--- config.mk ---
export PLATFORM = sky130hd
export DESIGN_NAME = capture_ctrl_flat
export DESIGN_NICKNAME = d
export VERILOG_FILES = /design/src/rtl/capture_pkg.sv /design/src/rtl/capture_if.sv /design/src/rtl/wrap_cntr.sv /design/src/rtl/capture_ctrl.sv /design/src/flat_wrapper.sv
export SDC_FILE = /design/constraint.sdc
export NUM_CORES = 1
export LEC_CHECK = 0
export ABC_AREA = 1
export ABC_CLOCK_PERIOD_IN_PS = 2300
export CAP_MARGIN = 20
export CELL_PAD_IN_SITES_DETAIL_PLACEMENT = 0
export CELL_PAD_IN_SITES_GLOBAL_PLACEMENT = 2
export CORE_MARGIN = 2
export CORE_UTILIZATION = 35
export DETAILED_ROUTE_END_ITERATION = 16
export DONT_BUFFER_PORTS = 1
export GPL_TIMING_DRIVEN = 0
export HOLD_SLACK_MARGIN = 0.06
export PLACE_DENSITY = 0.86
export SETUP_SLACK_MARGIN = 0.1
export SYNTH_ARGS = -nofsm -noshare
export SYNTH_HDL_FRONTEND = slang
export SYNTH_SLANG_ARGS = --single-unit
export TNS_END_PERCENT = 10
--- constraint.sdc ---
create_clock -name clk -period 2.3 [get_ports clk]
set_input_delay 0.115 -clock clk [delete_from_list [all_inputs] [get_ports clk]]
set_output_delay 0.115 -clock clk [all_outputs]
set_load 0.05 [all_outputs]
--- src/rtl/capture_pkg.sv ---
// Shared definitions for the logic-analyzer capture controller.
//   cap_state_t : capture FSM states
//   ADDR_W_DEF  : default sample RAM address width
//   depth_f()   : sample RAM depth for a given address width
package capture_pkg;

   localparam int ADDR_W_DEF = 9;

   typedef enum logic [2:0] {
      IDLE  = 3'd0,
      FILL  = 3'd1,
      ARMED = 3'd2,
      POST  = 3'd3,
      DONE  = 3'd4
   } cap_state_t;

   function automatic int depth_f(input int aw);
      return 1 << aw;
   endfunction

endpackage

--- src/rtl/capture_if.sv ---
// Capture controller bus: start/strobe/trigger inputs and RAM/status outputs.
//   capture_en, smpl_en, trig_in, trig_pos : driven by the command/decimator side
//   we, waddr                             : sample RAM write port
//   trig_addr, armed, triggered, capture_done : status to readout logic
// Modports: master = upstream driver, slave = capture_ctrl.
interface capture_if #(
   parameter int ADDR_W = capture_pkg::ADDR_W_DEF
);
   logic              capture_en;
   logic              smpl_en;
   logic              trig_in;
   logic [ADDR_W-1:0] trig_pos;
   logic              we;
   logic [ADDR_W-1:0] waddr;
   logic [ADDR_W-1:0] trig_addr;
   logic              armed;
   logic              triggered;
   logic              capture_done;

   modport master (
      output capture_en, smpl_en, trig_in, trig_pos,
      input  we, waddr, trig_addr, armed, triggered, capture_done
   );

   modport slave (
      input  capture_en, smpl_en, trig_in, trig_pos,
      output we, waddr, trig_addr, armed, triggered, capture_done
   );
endinterface

--- src/rtl/wrap_cntr.sv ---
// Up-counter with synchronous clear, count enable and modulo wrap.
//   clk, rst : clock, asynchronous active-high reset
//   i_clr    : clear to 0 (priority over i_en)
//   i_en     : advance by one, wrapping MODULO-1 -> 0
//   o_cnt    : current count
module wrap_cntr #(
   parameter int W      = 9,
   parameter int MODULO = 1 << W
) (
   input  logic         clk,
   input  logic         rst,
   input  logic         i_clr,
   input  logic         i_en,
   output logic [W-1:0] o_cnt
);
   localparam logic [W-1:0] LAST = W'(MODULO - 1);

   logic [W-1:0] r_cnt;

   always_ff @(posedge clk or posedge rst) begin
      if (rst) begin
         r_cnt <= '0;
      end else if (i_clr) begin
         r_cnt <= '0;
      end else if (i_en) begin
         r_cnt <= (r_cnt == LAST) ? '0 : r_cnt + 1'b1;
      end
   end

   assign o_cnt = r_cnt;
endmodule

--- src/rtl/capture_ctrl.sv ---
// Capture controller: circular sample-RAM writer with pre-trigger fill,
// arming, trigger address capture and a programmable post-trigger count.
//   clk, rst : clock, asynchronous active-high reset
//   bus      : capture_if.slave (start/strobe/trigger in, RAM write port
//              and run status out)
module capture_ctrl
   import capture_pkg::*;
#(
   parameter int ADDR_W = ADDR_W_DEF
) (
   input  logic      clk,
   input  logic      rst,
   capture_if.slave  bus
);
   localparam int              DEPTH   = depth_f(ADDR_W);
   localparam logic [ADDR_W:0] DEPTH_C = (ADDR_W+1)'(DEPTH);
   localparam logic [ADDR_W:0] ONE_C   = (ADDR_W+1)'(1);

   cap_state_t        r_state;
   logic [ADDR_W:0]   r_tpos;
   logic [ADDR_W:0]   r_pre_cnt;
   logic [ADDR_W:0]   r_post_cnt;
   logic [ADDR_W-1:0] r_trig_addr;
   logic              r_armed;
   logic              r_triggered;
   logic              r_done;

   logic              w_start;
   logic              w_we;
   logic [ADDR_W-1:0] w_waddr;
   logic [ADDR_W:0]   w_pre_nxt;
   logic [ADDR_W:0]   w_post_nxt;

   // A start in the same cycle as a strobe drops the strobe.
   assign w_start    = bus.capture_en;
   assign w_we       = bus.smpl_en & ~w_start &
                       ((r_state == FILL) | (r_state == ARMED) | (r_state == POST));
   assign w_pre_nxt  = r_pre_cnt + 1'b1;
   assign w_post_nxt = r_post_cnt + 1'b1;

   wrap_cntr #(
      .W      (ADDR_W),
      .MODULO (DEPTH)
   ) u_waddr (
      .clk   (clk),
      .rst   (rst),
      .i_clr (w_start),
      .i_en  (w_we),
      .o_cnt (w_waddr)
   );

   always_ff @(posedge clk or posedge rst) begin
      if (rst) begin
         r_state     <= IDLE;
         r_tpos      <= ONE_C;
         r_pre_cnt   <= '0;
         r_post_cnt  <= '0;
         r_trig_addr <= '0;
         r_armed     <= 1'b0;
         r_triggered <= 1'b0;
         r_done      <= 1'b0;
      end else if (w_start) begin
         r_state     <= FILL;
         r_tpos      <= (bus.trig_pos == '0) ? ONE_C : {1'b0, bus.trig_pos};
         r_pre_cnt   <= '0;
         r_post_cnt  <= '0;
         r_armed     <= 1'b0;
         r_triggered <= 1'b0;
         r_done      <= 1'b0;
      end else begin
         case (r_state)
            FILL: begin
               // Triggers are ignored here, even on the write that arms.
               if (w_we) begin
                  r_pre_cnt <= w_pre_nxt;
                  if (w_pre_nxt == DEPTH_C - r_tpos) begin
                     r_state <= ARMED;
                     r_armed <= 1'b1;
                  end
               end
            end
            ARMED: begin
               if (bus.trig_in) begin
                  r_trig_addr <= w_waddr;
                  r_triggered <= 1'b1;
                  r_armed     <= 1'b0;
                  // A coincident strobe is post sample 1.
                  if (bus.smpl_en) begin
                     if (r_tpos == ONE_C) begin
                        r_state <= DONE;
                        r_done  <= 1'b1;
                     end else begin
                        r_state    <= POST;
                        r_post_cnt <= ONE_C;
                     end
                  end else begin
                     r_state    <= POST;
                     r_post_cnt <= '0;
                  end
               end
            end
            POST: begin
               if (w_we) begin
                  r_post_cnt <= w_post_nxt;
                  if (w_post_nxt == r_tpos) begin
                     r_state <= DONE;
                     r_done  <= 1'b1;
                  end
               end
            end
            default: ;
         endcase
      end
   end

   assign bus.we           = w_we;
   assign bus.waddr        = w_waddr;
   assign bus.trig_addr    = r_trig_addr;
   assign bus.armed        = r_armed;
   assign bus.triggered    = r_triggered;
   assign bus.capture_done = r_done;
endmodule

--- src/flat_wrapper.sv ---
// flat-port wrapper written by rule: the top's interface ports become plain ports
module capture_ctrl_flat import capture_pkg::*;
#(
   parameter int ADDR_W = ADDR_W_DEF
)
  (clk, rst, bus_capture_en, bus_smpl_en, bus_trig_in, bus_trig_pos, bus_we, bus_waddr, bus_trig_addr, bus_armed, bus_triggered, bus_capture_done);
  capture_if #(.ADDR_W(ADDR_W)) bus_i ();
  input  logic clk;
  input  logic rst;
  input wire logic [$bits(bus_i.capture_en)-1:0] bus_capture_en;
  input wire logic [$bits(bus_i.smpl_en)-1:0] bus_smpl_en;
  input wire logic [$bits(bus_i.trig_in)-1:0] bus_trig_in;
  input wire logic [$bits(bus_i.trig_pos)-1:0] bus_trig_pos;
  output wire logic [$bits(bus_i.we)-1:0] bus_we;
  output wire logic [$bits(bus_i.waddr)-1:0] bus_waddr;
  output wire logic [$bits(bus_i.trig_addr)-1:0] bus_trig_addr;
  output wire logic [$bits(bus_i.armed)-1:0] bus_armed;
  output wire logic [$bits(bus_i.triggered)-1:0] bus_triggered;
  output wire logic [$bits(bus_i.capture_done)-1:0] bus_capture_done;
  assign bus_i.capture_en = bus_capture_en;
  assign bus_i.smpl_en = bus_smpl_en;
  assign bus_i.trig_in = bus_trig_in;
  assign bus_i.trig_pos = bus_trig_pos;
  assign bus_we = bus_i.we;
  assign bus_waddr = bus_i.waddr;
  assign bus_trig_addr = bus_i.trig_addr;
  assign bus_armed = bus_i.armed;
  assign bus_triggered = bus_i.triggered;
  assign bus_capture_done = bus_i.capture_done;
  capture_ctrl #(.ADDR_W(ADDR_W)) u_core (.clk(clk), .rst(rst), .bus(bus_i));
endmodule
Yosys cells after proc, flatten, opt, wreduce, memory -nomap -nowiden --
Index checks and enable logic that the tools add are counted.
Cells by class: add/sub/neg operators 4, multipliers 0, div/mod/pow operators 0, magnitude comparators 0, eq/ne operators 15, shift operators 0, mux-type cells 37, bitwise operators 5, reductions and logical operators 15
Operators by type and width (number):
- $mux 10 | 8
- $mux 9 | 4
- $mux 3 | 8
- $ne 3x3->1 const B | 7
- $add 10x1->10 const B | 2
- $eq 10x10->1 | 2
- $pmux 10 s2 | 1
- $mux 1 | 13
- $reduce_and 6->1 | 2
- $eq 10x1->1 const B | 1
- $sub 10x10->10 const A | 1
- $add 9x1->9 const B | 1
- $eq 9x9->1 const B | 1
- $logic_not 9->1 | 1
- $pmux 3 s3 | 1
- $reduce_and 4->1 | 2
- $reduce_bool 2->1 | 4
- $eq 3x2->1 const B | 2
- $reduce_bool 3->1 | 2
- $ne 4x4->1 const B | 1
- $pmux 1 s2 | 2
- $reduce_and 2->1 | 2
- $reduce_bool 4->1 | 1
- $eq 3x1->1 const B | 1
- 4 further kinds | 6
Storage, ports and cells: register bits after elaboration 54, bits in latches 0, RAM bits 0, ROM bits 0, input bits 14, output and inout bits 22, logic and storage cells 85, memories 0

Depth between registers and ports, before layout --
depth after elaboration 7, mapped depth 15, depth with buffers taken out 15

By module --
A second synthesis with hierarchy kept.
Unflattened totals: cell total of the unflattened synthesis 477, area total of the unflattened synthesis 3397.0 um^2
Modules (own cells, without submodules):
- capture_ctrl | times used 1, cells each 408, area each 2865.2 um^2, sequential area each 1102.3 um^2
- wrap_cntr | times used 1, cells each 69, area each 531.8 um^2, sequential area each 225.2 um^2

Worst setup path before layout --
No wires, ideal clock.
path kind reg2reg, start register u_core.u_waddr.r_cnt[0] (netlist: u_core.u_waddr.o_cnt[0]), end register u_core.u_waddr.r_cnt[6] (netlist: u_core.u_waddr.o_cnt[6]), setup time 0.127 ns, arrival time 1.920 ns, required time 2.173 ns, path slack 0.253 ns, stages on the path, launching flop included 12, buffers on the path 0, clock period less this slack 2.047 ns, cells stage by stage dfrtp_1 -> ha_1 -> nand3_1 -> nor2_1 -> nand3_1 -> nor2_1 -> ha_1 -> inv_1 -> nand2_1 -> inv_1 -> nand3_1 -> o21ai_0
Between the ends: longest elaborated chain between the ends 4, elaborated cells between the ends (all ways) 5, those cells by class 1 x add/sub; 1 x eq/ne; 3 x mux
RTL lines:
- start: declaration | RTL line wrap_cntr.sv:18 | logic [W-1:0] r_cnt;
- start signal: assignment | RTL line wrap_cntr.sv:26 | r_cnt <= (r_cnt == LAST) ? '0 : r_cnt + 1'b1;
- $add 9x1->9 / $eq 9x9->1 (equally long branches) | RTL line wrap_cntr.sv:26
- $mux 9 * | RTL line wrap_cntr.sv:26
- $mux 9 * | RTL line wrap_cntr.sv:25 | end else if (i_en) begin
- $mux 9 * | RTL line wrap_cntr.sv:23 | end else if (i_clr) begin
Mark *: on every way between the ends. The rest lies on a longest branch, timed or not. The select of a mux whose other input is x is not followed. A chain may end at the register's enable or synchronous reset.

Worst setup path in the final report --
start register u_core.r_tpos[0], end register u_core.r_state[1]
Between the ends: longest elaborated chain between the ends 6, elaborated cells between the ends (all ways) 12, those cells by class 1 x add/sub; 5 x eq/ne; 5 x mux; 1 x reduce/logical
RTL lines:
- start: declaration | RTL line capture_ctrl.sv:20 | logic [ADDR_W:0] r_tpos;
- start signal: assignment | RTL line capture_ctrl.sv:64 | r_tpos <= (bus.trig_pos == '0) ? ONE_C : {1'b0, bus.trig_pos};
- parallel branches: the longest is 6 deep, another holds $sub 10x10->10
- end signal: assignment | RTL line capture_ctrl.sv:63 | r_state <= FILL;
- end signal: assignment | RTL line capture_ctrl.sv:90 | r_state <= DONE;
- end signal: assignment | RTL line capture_ctrl.sv:93 | r_state <= POST;
- end: declaration | RTL line capture_ctrl.sv:19 | cap_state_t r_state;
Parallel ways; which one is timed is not known. The select of a mux whose other input is x is not followed.

==> flow_metrics.py <==
metrics = {
    "yosys": {
        "synth-async-reset-ratio_pct": 100,
        "synth_nets": 514,
        "syn_area_um2": 3340,
        "synth_cell_types": 32,
        "synth_area_per_cell_um2": 6.76,
        "ys_ff_latch": 53,
        "synth_warnings": 0,
        "synthCells": 494,
        "synthFlopType": "dfrtp_1",
        "synth_edf_count": 0,
        "ys_seq_area_share_pct": 39.8,
    },
    "clocking": {
        "root_buffer": "clkbuf_8",
        "cts_buffer_depth": 2,
        "cts_tree": "built",
        "htree_levels": 2,
        "cts.sinks": 53,
        "clk_pin_slew_worst_paths_ns": 0.11,
        "cts_buffers": 5,
        "insertion_delay_ns": 0.31,
    },
    "layout": {
        "final_common_cell": "nand2_1",
        "diodes": 0,
        "mostFrequentLayoutCells": "nand2_1 (173), inv_1 (60), dfrtp_1 (48), nand3_1 (44), nor2_1 (36)",
        "area_growth_pct": 15.7,
        "fin_nets": 540,
        "drive_gt1_share_pct": 11.5,
        "layout.cells.non_filler": 650,
    },
    "floorplan": {
        "coreArea_um2": 9240,
        "start_util_pct": 36.1,
        "die_w_um": 102,
        "ioPinCount": 36,
        "num_rows": 35,
        "die-area_um2": 10300,
        "die_h_um": 102,
    },
    "drt": {
        "dr.pass1.iters": 4,
        "via_count": 3203,
        "wl_per_cell_um": 13.6,
        "vias_per_cell": 4.93,
        "wl_mm": 8.84,
        "drt_iter0_drc": 145,
        "drc_errors": 0,
        "drtAntennaViolNets": 0,
    },
    "critical_path": {
        "worstSetupPathType": "flip-flop to flip-flop",
        "endpoint_kind": "flip-flop",
        "cp.depth": 14,
        "required_ns": 2.51,
        "rr_worst_depth": 14,
        "crit_fanout": 5,
        "worstPathCellList": "clkinv_4 -> ha_4 -> nand2_1 -> nor2_1 -> nand3_1 -> nand2_1 -> nand2_1 -> nand3_1 -> nor2_2 -> nand4_1 -> nand2_2 -> nand2_2 -> nand2_1 -> nand2_1",
        "cpMostUsedCell": "nand2_1",
        "crit_family": "simple AND/OR/NAND/NOR gates",
        "max_stage_delay_ns": 0.59,
        "crit_buf_inv": 1,
        "arrival_ns": 2.28,
        "crit_path_start_kind": "flip-flop",
        "crit_slowest_cell": "dfstp_2",
    },
    "place": {
        "placedCellCount": 624,
        "portBuffers": 0,
        "place_hpwl_mm": 6.81,
        "gp_congestion": 0.817,
        "pre_cts_slack_ns": -0.164,
    },
    "grt": {
        "grt_pass1_wl_mm": 14.8,
        "first_global_vias": 3109,
        "grt-ovfl-total": 0,
        "grt_use_total_pct": 18.2,
        "grt_max_degree": 38,
        "antenna_found_initial": 0,
    },
    "sta": {
        "hold_viol": 0,
        "tightest_slew_ns": 0.578,
        "post-route-min-period_ns": 2.07,
        "drv_slew": 0,
        "finalSetupViolations": 0,
        "relSlewSlack_pct": 61.5,
        "rsz0062_at_grt": "true",
        "fin_crit_sh_pct": 90.0,
        "finalWorstSetupSlack_ns": 0.230,
        "skew_ns": 0.0119,
        "fmax_mhz": 483,
    },
    "pwr": {
        "power_per_cell_area_nw_per_um2": 713,
        "ir_drop_uv": 573,
        "power_leakage_nw": 1.79,
    },
    "outcome": {
        "outcome": "complete, no violations",
    },
    "hold_path": {
        "hold_class": "primary input to flip-flop",
        "min_path_cells": 3,
    },
    "job": {
        "maxCapViolations": 0,
    },
}
==> layer usage <==
metal,vias to the layer above,GRT usage [%],share of wire [%]
li1,1649,-,-
met1,1492,25.8,50
met2,56,29.0,45
met3,6,3.73,4.5
met4,0,3.22,0.96
met5,-,0,0
==> registers in the layout (all words and copies together), names as in the netlist <==
signal,count
u_core.bus.trig_addr,9
u_core.bus.armed,1
u_core.r_tpos,9
u_core.r_state,3
u_core.u_waddr.o_cnt,9
u_core.bus.capture_done,1
u_core.bus.triggered,1
u_core.r_pre_cnt,10
u_core.r_post_cnt,10
==> cell families (layout without fill, tap and decap cells) <==
logic type	count (synthesis)	in the layout	synth area share, %
buffers and inverters	73	100	8.43
adder cells (fa/ha/maj)	6	6	2.25
multiplexers	1	1	0.337
flip-flops	53	53	39.8
AND/OR/NAND/NOR	297	297	37.8
AO/OA/AOI/OAI	60	60	10.3
XOR/XNOR	4	4	1.05
==> timing repair <==
item,in CTS,in global routing
setup endpoints to repair,13,13
pin swaps,2,8
endpoints found under the hold margin,61,0
resized for setup,9,18
hold buffers,10,0
setup buffers,0,8
==> worst register-to-register path, stage by stage (launching register included) <==
cell and delay [ns]:
dfstp_2 0.59, clkinv_4 0.07, ha_4 0.19, nand2_1 0.07, nor2_1 0.04, nand3_1 0.08, nand2_1 0.08, nand2_1 0.07
nand3_1 0.08, nor2_2 0.11, nand4_1 0.21, nand2_2 0.20, nand2_2 0.08, nand2_1 0.07, nand2_1 0.04
==> through the flow <==
step	instance area (µm²)	util, %	power, mW	hold slack (ns)	TNS, ns
2_1_floorplan	3340	-	1.91	0.232	0
6_report	3860	41.8	2.75	0.0932	0
5_1_grt	3860	41.8	2.95	0.126	0
3_5_place_dp	3520	38.1	2.11	0.00897	-0.721
4_1_cts	3750	40.6	2.72	0.0948	0
3_3_place_gp	3500	37.9	2.10	0.237	-0.685
==> worst paths after layout <==
check | start | end | slack [ns]
worst max register to register | u_core.r_tpos[0] | u_core.r_state[1] | 0.23
worst max-delay path | u_core.r_tpos[0] | u_core.r_state[1] | 0.23
max in group asynchronous | rst | u_core.r_tpos[0] | 1.47
min in group asynchronous | rst | u_core.bus.armed | 0.24
worst min register to register | u_core.r_state[0] | u_core.r_state[0] | 0.51
worst min-delay path | bus_trig_pos[4] | u_core.r_tpos[0] | 0.09
==> synthesized netlist by cell type, types with 5 or more instances <==
| cell | instances | share of area, % |
|---|---|---|
| o22ai_1 | 14 | 2.6 |
| inv_1 | 63 | 7.1 |
| nand2_2 | 6 | 1.1 |
| nand3_1 | 44 | 6.6 |
| nor3_1 | 7 | 1.0 |
| o21ai_0 | 30 | 4.5 |
| dfrtp_1 | 52 | 39 |
| nor2_1 | 43 | 4.8 |
| nand2_1 | 175 | 20 |
| nor2_2 | 5 | 0.94 |
| o21ai_1 | 7 | 1.0 |
| nand4_1 | 10 | 1.9 |
| ha_1 | 6 | 2.2 |
==> where the power goes <==
part	internal, mW	total [mW]	switching, mW
Clock	0.227	0.578	0.351
Sequential	1.05	1.35	0.303
Combinational	0.296	0.821	0.525
Total	1.57	2.75	1.18
==> layout make-up <==
| cell class | instances | area, µm² |
|---|---|---|
| inverters | 65 | 249 |
| multi-input cells | 368 | 1800 |
| fillers | 997 | 5380 |
| flip-flops and latches | 53 | 1340 |
| plain buffers | 8 | 37.5 |
| repair buffers | 19 | 180 |
| well taps | 129 | 161 |
| clock buffers | 5 | 68.8 |
| clock inverters | 3 | 26.3 |
Power figures use the tool's default switching activity.
